### src/rtl/noc_pkg.sv
// Shared constants and state encoding for the NoC merge-node blocks.
// Latency: n/a (declarations only).
// Backpressure: n/a.
package noc_pkg;

  localparam int N_PORTS_DEF   = 4;
  localparam int LOG_N_DEF     = 2;
  localparam int BURST_MAX_DEF = 4;
  localparam int LOG_B_DEF     = 3;

  // IDLE: nothing popped last cycle; GRANT: owner was popped last cycle.
  typedef enum logic {
    ST_IDLE  = 1'b0,
    ST_GRANT = 1'b1
  } sched_state_e;

endpackage

### src/rtl/rr_pick.sv
// Rotating-priority encoder: first set req bit after base, wrapping to base itself last.
// Latency: purely combinational.
// Backpressure: none; the caller decides whether the pick is used.
module rr_pick
  import noc_pkg::*;
#(
  parameter int N_PORTS = N_PORTS_DEF,
  parameter int LOG_N   = LOG_N_DEF
) (
  input  logic [N_PORTS-1:0] req,
  input  logic [LOG_N-1:0]   base,
  output logic               found,
  output logic [LOG_N-1:0]   idx
);

  logic [LOG_N-1:0] pos;

  // Scan from the farthest offset down to the nearest so the nearest hit wins.
  // Offset N_PORTS wraps onto base, giving it the lowest priority.
  always_comb begin
    found = 1'b0;
    idx   = '0;
    pos   = '0;
    for (int k = N_PORTS; k >= 1; k--) begin
      pos = base + LOG_N'(k);
      if (req[pos]) begin
        found = 1'b1;
        idx   = pos;
      end
    end
  end

endmodule

### src/rtl/noc_rr_sched.sv
// Round-robin FIFO pop scheduler for one merge node, bursts capped at BURST_MAX.
// Latency: rd combinational in cycle t; sel/out_valid registered, valid in t+1.
// Backpressure: busy suppresses rd; owner/cnt/state hold so a burst resumes intact.
module noc_rr_sched
  import noc_pkg::*;
#(
  parameter int N_PORTS   = N_PORTS_DEF,
  parameter int LOG_N     = LOG_N_DEF,
  parameter int BURST_MAX = BURST_MAX_DEF,
  parameter int LOG_B     = LOG_B_DEF
) (
  input  logic               clk,
  input  logic               rst,
  input  logic [N_PORTS-1:0] empty,
  input  logic               busy,
  output logic [N_PORTS-1:0] rd,
  output logic [LOG_N-1:0]   sel,
  output logic               out_valid,
  output logic               idle
);

  localparam logic [LOG_B-1:0] BURST_LIM = LOG_B'(BURST_MAX);
  localparam logic [LOG_N-1:0] OWNER_RST = LOG_N'(N_PORTS - 1);

  sched_state_e     state_q, state_d;
  logic [LOG_N-1:0] owner_q, owner_d;
  logic [LOG_B-1:0] cnt_q, cnt_d;
  logic [LOG_N-1:0] sel_q, sel_d;
  logic             vld_q, vld_d;

  logic [N_PORTS-1:0] req;
  logic               pick_found;
  logic [LOG_N-1:0]   pick_idx;
  logic               keep;
  logic [LOG_N-1:0]   cand;
  logic               pop;

  assign req = ~empty;

  rr_pick #(
    .N_PORTS (N_PORTS),
    .LOG_N   (LOG_N)
  ) u_pick (
    .req   (req),
    .base  (owner_q),
    .found (pick_found),
    .idx   (pick_idx)
  );

  // Stay on the owner while its burst is live; otherwise take the rotate pick.
  // A lone owner that hit the cap comes back through the rotate path, which restarts cnt.
  assign keep = (state_q == ST_GRANT) && req[owner_q] && (cnt_q < BURST_LIM);
  assign cand = keep ? owner_q : pick_idx;
  assign pop  = pick_found && !busy && !rst;

  // One-hot consume strobe for the chosen FIFO.
  always_comb begin
    rd = '0;
    if (pop) rd[cand] = 1'b1;
  end

  // Next-state: a pop moves ownership; an idle non-busy cycle drops to IDLE; busy freezes.
  always_comb begin
    state_d = state_q;
    owner_d = owner_q;
    cnt_d   = cnt_q;
    sel_d   = sel_q;
    vld_d   = 1'b0;
    if (pop) begin
      state_d = ST_GRANT;
      owner_d = cand;
      sel_d   = cand;
      vld_d   = 1'b1;
      cnt_d   = keep ? cnt_q + LOG_B'(1) : LOG_B'(1);
    end else if (!busy) begin
      state_d = ST_IDLE;
      cnt_d   = '0;
    end
  end

  // State and output registers.
  always_ff @(posedge clk or posedge rst) begin
    if (rst) begin
      state_q <= ST_IDLE;
      owner_q <= OWNER_RST;
      cnt_q   <= '0;
      sel_q   <= '0;
      vld_q   <= 1'b0;
    end else begin
      state_q <= state_d;
      owner_q <= owner_d;
      cnt_q   <= cnt_d;
      sel_q   <= sel_d;
      vld_q   <= vld_d;
    end
  end

  assign sel       = sel_q;
  assign out_valid = vld_q;
  assign idle      = (state_q == ST_IDLE);

endmodule
### config.mk
export PLATFORM = sky130hd
export DESIGN_NAME = noc_rr_sched
export DESIGN_NICKNAME = d
export VERILOG_FILES = /design/src/rtl/noc_pkg.sv /design/src/rtl/rr_pick.sv /design/src/rtl/noc_rr_sched.sv
export SDC_FILE = /design/constraint.sdc
export NUM_CORES = 1
export LEC_CHECK = 0
export CAP_MARGIN = 20
export CORE_AREA = 2 2 39 41
export DETAILED_ROUTE_END_ITERATION = 8
export DIE_AREA = 0 0 41 43
export DONT_BUFFER_PORTS = 1
export PLACE_DENSITY = 0.66
export SYNTH_ARGS = -nofsm -noshare
export SYNTH_HDL_FRONTEND = slang
export SYNTH_SLANG_ARGS = --single-unit
### constraint.sdc
create_clock -name clk -period 5.7 [get_ports clk]
set_input_delay 1.425 -clock clk [delete_from_list [all_inputs] [get_ports clk]]
set_output_delay 1.425 -clock clk [all_outputs]
set_load 0.01 [all_outputs]
==> results of run 1 <==
## sequential cells by signal, summed over array words and instances, names as in the netlist
register   cells
cnt_q          3
out_valid      1
owner_q        2
sel            2
state_q        1
## per-layer routing
metal  vias to the layer above  share of wire (%)  GRT usage, %
met5                         -                  0             0
met4                         0                  0         2.000
met2                        10                 52         26.56
met3                         0                3.9         7.853
li1                        261                  -             -
met1                       250                 44         23.47
## cells in the final DEF (no fill, tap or decap), types with 2 or more instances in the layout
cell type / count
nor2b_1: 5
mux2i_1: 2
dfstp_2: 2
nand3_1: 2
dfrtp_1: 7
nor2_1: 4
a22o_1: 2
clkbuf_4: 3
nand2_1: 7
o21ai_0: 3
and2_1: 2
inv_1: 4
and3b_1: 2
a21o_1: 2
nor3b_1: 2
a31oi_1: 2
## metrics by stage
| stage | power, µW | hold slack (ns) | cell area (µm²) |
|---|---|---|---|
| after floorplan | 206.4 | 0.4687 | 680.7 |
| after global placement | 213.0 | 0.5024 | 665.6 |
| after detailed placement | 215.6 | 0.4998 | 665.6 |
| after CTS | 265.0 | 0.5212 | 691.9 |
| after global routing | 279.0 | 0.5534 | 691.9 |
| final | 260.7 | 0.5167 | 691.9 |
## worst paths after layout
check | cells after the start | start | endpoint | slack (ns)
setup / recovery | 3 | empty[2] | rd[2] | 1.65
max in group asynchronous | 1 | rst | owner_q[1]$_DFFE_PP1P_ | 4.39
setup reg to reg | 5 | owner_q[0]$_DFFE_PP1P_ | sel[0]$_DFFE_PP0P_ | 3.79
min in group asynchronous | 1 | rst | state_q$_DFFE_PP0P_ | 1.01
hold reg to reg | 1 | cnt_q[1]$_DFFE_PP0P_ | cnt_q[1]$_DFFE_PP0P_ | 0.52
hold / removal | 1 | cnt_q[1]$_DFFE_PP0P_ | cnt_q[1]$_DFFE_PP0P_ | 0.52
## cell usage after synthesis
cell type  count
a311o_1        1
and3_1         1
buf_6          2
clkinv_4       1
and2_4         1
nor2b_1        5
nand3_1        2
a2111o_1       1
nand2_1        7
ha_1           1
nor4_1         1
nor3_2         1
nor3_1         1
a22o_1         2
buf_4          1
a21boi_0       1
o21ai_1        1
a221oi_2       1
a21oi_1        1
nor3b_2        1
nor4b_1        1
nor2_1         4
dfstp_2        2
mux2i_1        2
a31oi_1        2
a21o_1         2
a22oi_2        1
o21ai_0        3
a22oi_4        1
mux2_2         1
and3b_1        2
a21oi_2        1
a211o_1        1
clkbuf_2       1
nor3b_1        2
dfrtp_1        7
inv_1          4
and2_1         2
## cell type report
| class | instances | area (µm²) |
|---|---|---|
| Sequential cell | 9 | 227.7 |
| Inverter | 5 | 23.77 |
| Fill cell | 148 | 691.9 |
| Tap cell | 16 | 20.02 |
| Clock buffer | 4 | 26.28 |
| Multi-Input combinational cell | 54 | 394.1 |
## logic make-up after synthesis
| family | Yosys count |
|---|---|
| DFF | 9 |
| muxes | 3 |
| buffers and inverters | 9 |
| and+or+nand+nor | 31 |
| adders and majority gates | 1 |
| AOI/OAI and AO/OA | 19 |
## power by group through the flow
stage          clock, µW  combinational [µW]  sequential [µW]
2_1_floorplan          0                 111             95.8
3_3_place_gp           0                 100              113
3_5_place_dp           0                 102              114
4_1_cts             49.8                 102              113
5_1_grt             52.3                 111              115
6_report            47.1                 101              112
==> impl_metrics.toml, run 1 <==
[status]
status = "finished, final reports clean"

[sta]
fin_ws_ns = 1.650
timing.final.crit_period_ns = 4.050
worst_pin_slew_ns = 0.5360
tns_ns = 0
slew_headroom_pct = 63.94
max_freq_ghz = 0.2469
setup_viol = 0
fin_crit_sh_pct = 71.05
grt_setup_unrepaired = "no"
hold_viol_final = 0
fin_skew_ns = 0.009158
maxSlewViolCount = 0

[power_and_ir_drop]
seq_power_share_pct = 43.1
peakVddDrop_v = 0.0002737
combPwrFrac_pct = 38.8
p_clk_share_pct = 18.1
powerDensity_nw_per_um2 = 376.7
switchingPower_uw = 101.7
p_leak_uw = 0.0003278
p_int_uw = 159.0
switching_share_pct = 39.01

[floorplanning]
num_rows = 14
die_width_um = 41
dieArea_um2 = 1763
io_pins = 15
start_util_pct = 49.19
die_y_um = 43
coreArea_um2 = 1384

[detailed_routing]
ant_nets = 0
drtIter0Drc = 5
routed_wl_um = 1270
vias = 521
drc = 0
wl_per_cell_um = 14.43
drtPass1Iterations = 4
vias_per_cell = 5.920

[worst_setup_path]
slowest_delay_ns = 0.56
critical_path.cell_chain = "and2_4, a311o_1, nor4_1"
cp.required_ns = 4.28
start_kind = "input pin"
worstPathMaxFanout = 9
critical-path-top-delay-family = "simple AND/OR/NAND/NOR gates"
cp_num_buf_inv = 0
slowest_stage = "nor4_1"
cp_data_arrival_time_ns = 2.63
worstSetupPathType = "in2out"
cp-end-kind = "output pin"

[yosys]
synth_area_leaders = "dfrtp_1, dfstp_2, nor2b_1"
yosysUniqueCellTypes = 38
synthSimpleGateAreaFrac_pct = 27.21
synth_compound_area_share_pct = 24.26
synth_top_area_share_pct = 25.74
syn_area_per_cell_um2 = 9.454
synth_xor_xnor_area_share_pct = 0
synth_mux_area_share_pct = 4.596
synth_fa_ha_area_share_pct = 1.838
synth_largest_area_cell = "dfrtp_1"
yosysSeqAreaShare_pct = 33.46
syn-cell-area_um2 = 680.7
synth_top_family_by_area = "simple AND/OR/NAND/NOR gates"
synth_fp_nets = 80
synth-seq-cells = 9
ys_warn_count = 0
syn_inst = 72

[global_routing]
grt_antenna_before_repair = 0
grt_pass1_vias = 471
grt_max_degree = 15
overflow = 0
track_usage_pct = 17.57
grt_first_pass_wirelength_um = 2070

[placement]
numPortBuffers = 0
gp_congestion = 0.7339
dpl_worst_slack_ns = 1.644
dpl.hpwl_um = 981.6
place_inst = 84

[cells_and_area]
fin_util_pct = 50.00
diodes = 0
nNetsFinal = 81
layout-drive-gt1-share_pct = 19.44
final_cell_count_no_fill = 88
area_delta_synth_final_pct = 1.654

[worst_hold_path]
hp-class = "reg2reg"

[clocking]
clk_transition_reported_paths_ns = 0.05
post_cts_buffers = 0
cts_hold_buf = 0
cts_made_buffers = 3
h-tree-depth = 1
cts_buffer_depth = 2
cts-root-buf = "clkbuf_4"
cts_tree = "done"
cts_sinks = 9
cts_resized = 0
clock_latency_ns = 0.26

[run]
cap_violations = 0
Note: power is estimated with default switching activity, not from simulation.
==> run 2: changes to the inputs <==
ABC_AREA = 1   (was not set)
clock period = 3.55 ns   (was 5.7 ns; I/O delays follow)
==> impl_metrics.toml, run 2 <==
[floorplanning]
die_width_um = 41
dieArea_um2 = 1763
io_pins = 15
start_util_pct = 46.84
die_y_um = 43
num_rows = 14
coreArea_um2 = 1384

[yosys]
syn-cell-area_um2 = 648.1
synth_area_leaders = "dfrtp_1, nand2_1, inv_1"
yosysUniqueCellTypes = 16
synth.most_common_cell = "nand2_1"
synth-seq-cells = 9
yosysSeqAreaShare_pct = 35.14
synth_largest_area_cell = "dfrtp_1"
synth_top_area_share_pct = 27.03
syn_inst = 101
syn_area_per_cell_um2 = 6.417
synth-edff-count = 0
synth_common_cells = "nand2_1, inv_1, dfrtp_1, nand3_1, nor2_1"
async_flop_share_pct = 100.0
synth_fp_nets = 109
synth_top_flop_cell = "dfrtp_1"
ys_warn_count = 0

[sta]
slew_headroom_pct = 77.45
hold_viol_final = 0
grt_setup_unrepaired = "no"
fin_crit_sh_pct = 76.92
tns_ns = 0
max_freq_ghz = 0.3662
timing.final.crit_period_ns = 2.731
fin_skew_ns = 0.003497
worst_pin_slew_ns = 0.3379
setup_viol = 0
maxSlewViolCount = 0
holdWs_ns = 0.4648

[cells_and_area]
multiInputGateArea_um2 = 336.6
layout-drive-gt1-share_pct = 15.38
layout_commonest_cell = "nand2_1"
area_delta_synth_final_pct = 5.405
diodes = 0
largest_register_ffs = 3
nFillCells = 143
largest-register = "cnt_q"
nNetsFinal = 113
final_cell_mix = "nand2_1, inv_1, nand3_1, dfrtp_1, nor2_1"
seqCellArea_um2 = 227.7

[worst_setup_path]
start_kind = "register"
worstPathMaxFanout = 8
cp.required_ns = 2.66
cp_data_arrival_time_ns = 1.84
rrSetupSlack_ns = 1.99
worstSetupPathType = "reg2out"
cp-end-kind = "output pin"

[clocking]
post_cts_buffers = 0
clock_latency_ns = 0.26
cts_hold_buf = 0
h-tree-depth = 1
cts_tree = "done"
cts_resized = 0
clk_transition_reported_paths_ns = 0.06
cts_made_buffers = 3
cts_sinks = 9
cts_buffer_depth = 2
cts-root-buf = "clkbuf_4"

[global_routing]
overflow = 0
gr-max-usage-layer = "met2"
grt_max_degree = 11
globalRouteMet1Util_pct = 23.75
grt_pass1_vias = 513
use_met2_pct = 25.31
track_usage_pct = 17.89
grt_first_pass_wirelength_um = 2083
grt_antenna_before_repair = 0
gr-usage-met3_pct = 7.853

[detailed_routing]
drtPass1Iterations = 4
drtIter0Drc = 15
drc = 0
vias = 607
ant_nets = 0
wl_per_cell_um = 10.51
routed_wl_um = 1261
vias_per_cell = 5.058

[power_and_ir_drop]
powerDensity_nw_per_um2 = 833.8
p_leak_uw = 0.0004136
peakVddDrop_v = 0.0004233

[placement]
dpl.hpwl_um = 986.7
numPortBuffers = 0
gp_congestion = 0.7807

[worst_hold_path]
hp-class = "in2async"

[run]
cap_violations = 0

[status]
status = "finished, final reports clean"
## run 2: changes by cell type after synthesis, sizes merged, moves of 3 or more
cell,change
nand2,+42
and2,-3
nand3,+7
nor2,+3
nor3b,-3
nor2b,-5
inv,+14
## run 2: area by class of cell
| cell class | instances | area share (%) |
|---|---|---|
| tap | 16 | 2.930 |
| sequential | 9 | 33.33 |
| multi-input combinational | 73 | 49.27 |
| clock buffer | 4 | 3.846 |
| inverter | 18 | 10.62 |
## run 2: logic make-up after synthesis
group           count (synthesis)  share of synthesized area [%]
simple gates                   67                          46.14
buf+inv                        19                          12.93
flops                           9                          35.14
compound gates                  5                          3.860
fa+ha+maj                       1                          1.930
## run 2: worst paths after layout
kind	from	to	cells past startpoint
setup / recovery	owner_q[0]$_DFFE_PP1P_	rd[0]	10
hold / removal	rst	state_q$_DFFE_PP0P_	1
setup reg to reg	owner_q[0]$_DFFE_PP1P_	sel[0]$_DFFE_PP0P_	9
hold reg to reg	cnt_q[2]$_DFFE_PP0P_	cnt_q[2]$_DFFE_PP0P_	2
max in group asynchronous	rst	owner_q[0]$_DFFE_PP1P_	1
min in group clk	cnt_q[2]$_DFFE_PP0P_	cnt_q[2]$_DFFE_PP0P_	2
## run 2: critical path, stage by stage (launching register included)
cell and delay, ns:
dfstp_2 0.64, inv_6 0.07, nand2_1 0.07, nand2_1 0.07, nand2_1 0.07, nand3_2 0.11, inv_1 0.11, nand2_1 0.09
nand2_1 0.10, inv_1 0.06, nor2_1 0.19
## run 2: per-stage QoR
| stage | power (µW) | area, µm² | instances | setup WS [ns] | utilization (%) |
|---|---|---|---|---|---|
| 2_1_floorplan | 448.1 | 648.1 | 101 | 1.012 | - |
| 3_3_place_gp | 491.5 | 656.9 | 116 | 0.8761 | 47.47 |
| 3_5_place_dp | 489.7 | 656.9 | 116 | 0.8927 | 47.47 |
| 4_1_cts | 572.3 | 683.2 | 120 | 0.8049 | 49.37 |
| 5_1_grt | 634.1 | 683.2 | 120 | 0.6328 | 49.37 |
| 6_report | 569.6 | 683.2 | 120 | 0.8195 | 49.37 |
## run 2: metal layers
metal | up-vias | part of all wire (%)
met5 | - | 0
met4 | 0 | 1.1
met3 | 4 | 7.2
met2 | 20 | 44
met1 | 271 | 47
li1 | 312 | -
## run 2: power by group
group / internal, µW / switching [µW]
clock network: 43.3 / 36.1
logic: 98.4 / 212
registers: 140 / 39.6
total: 282 / 288
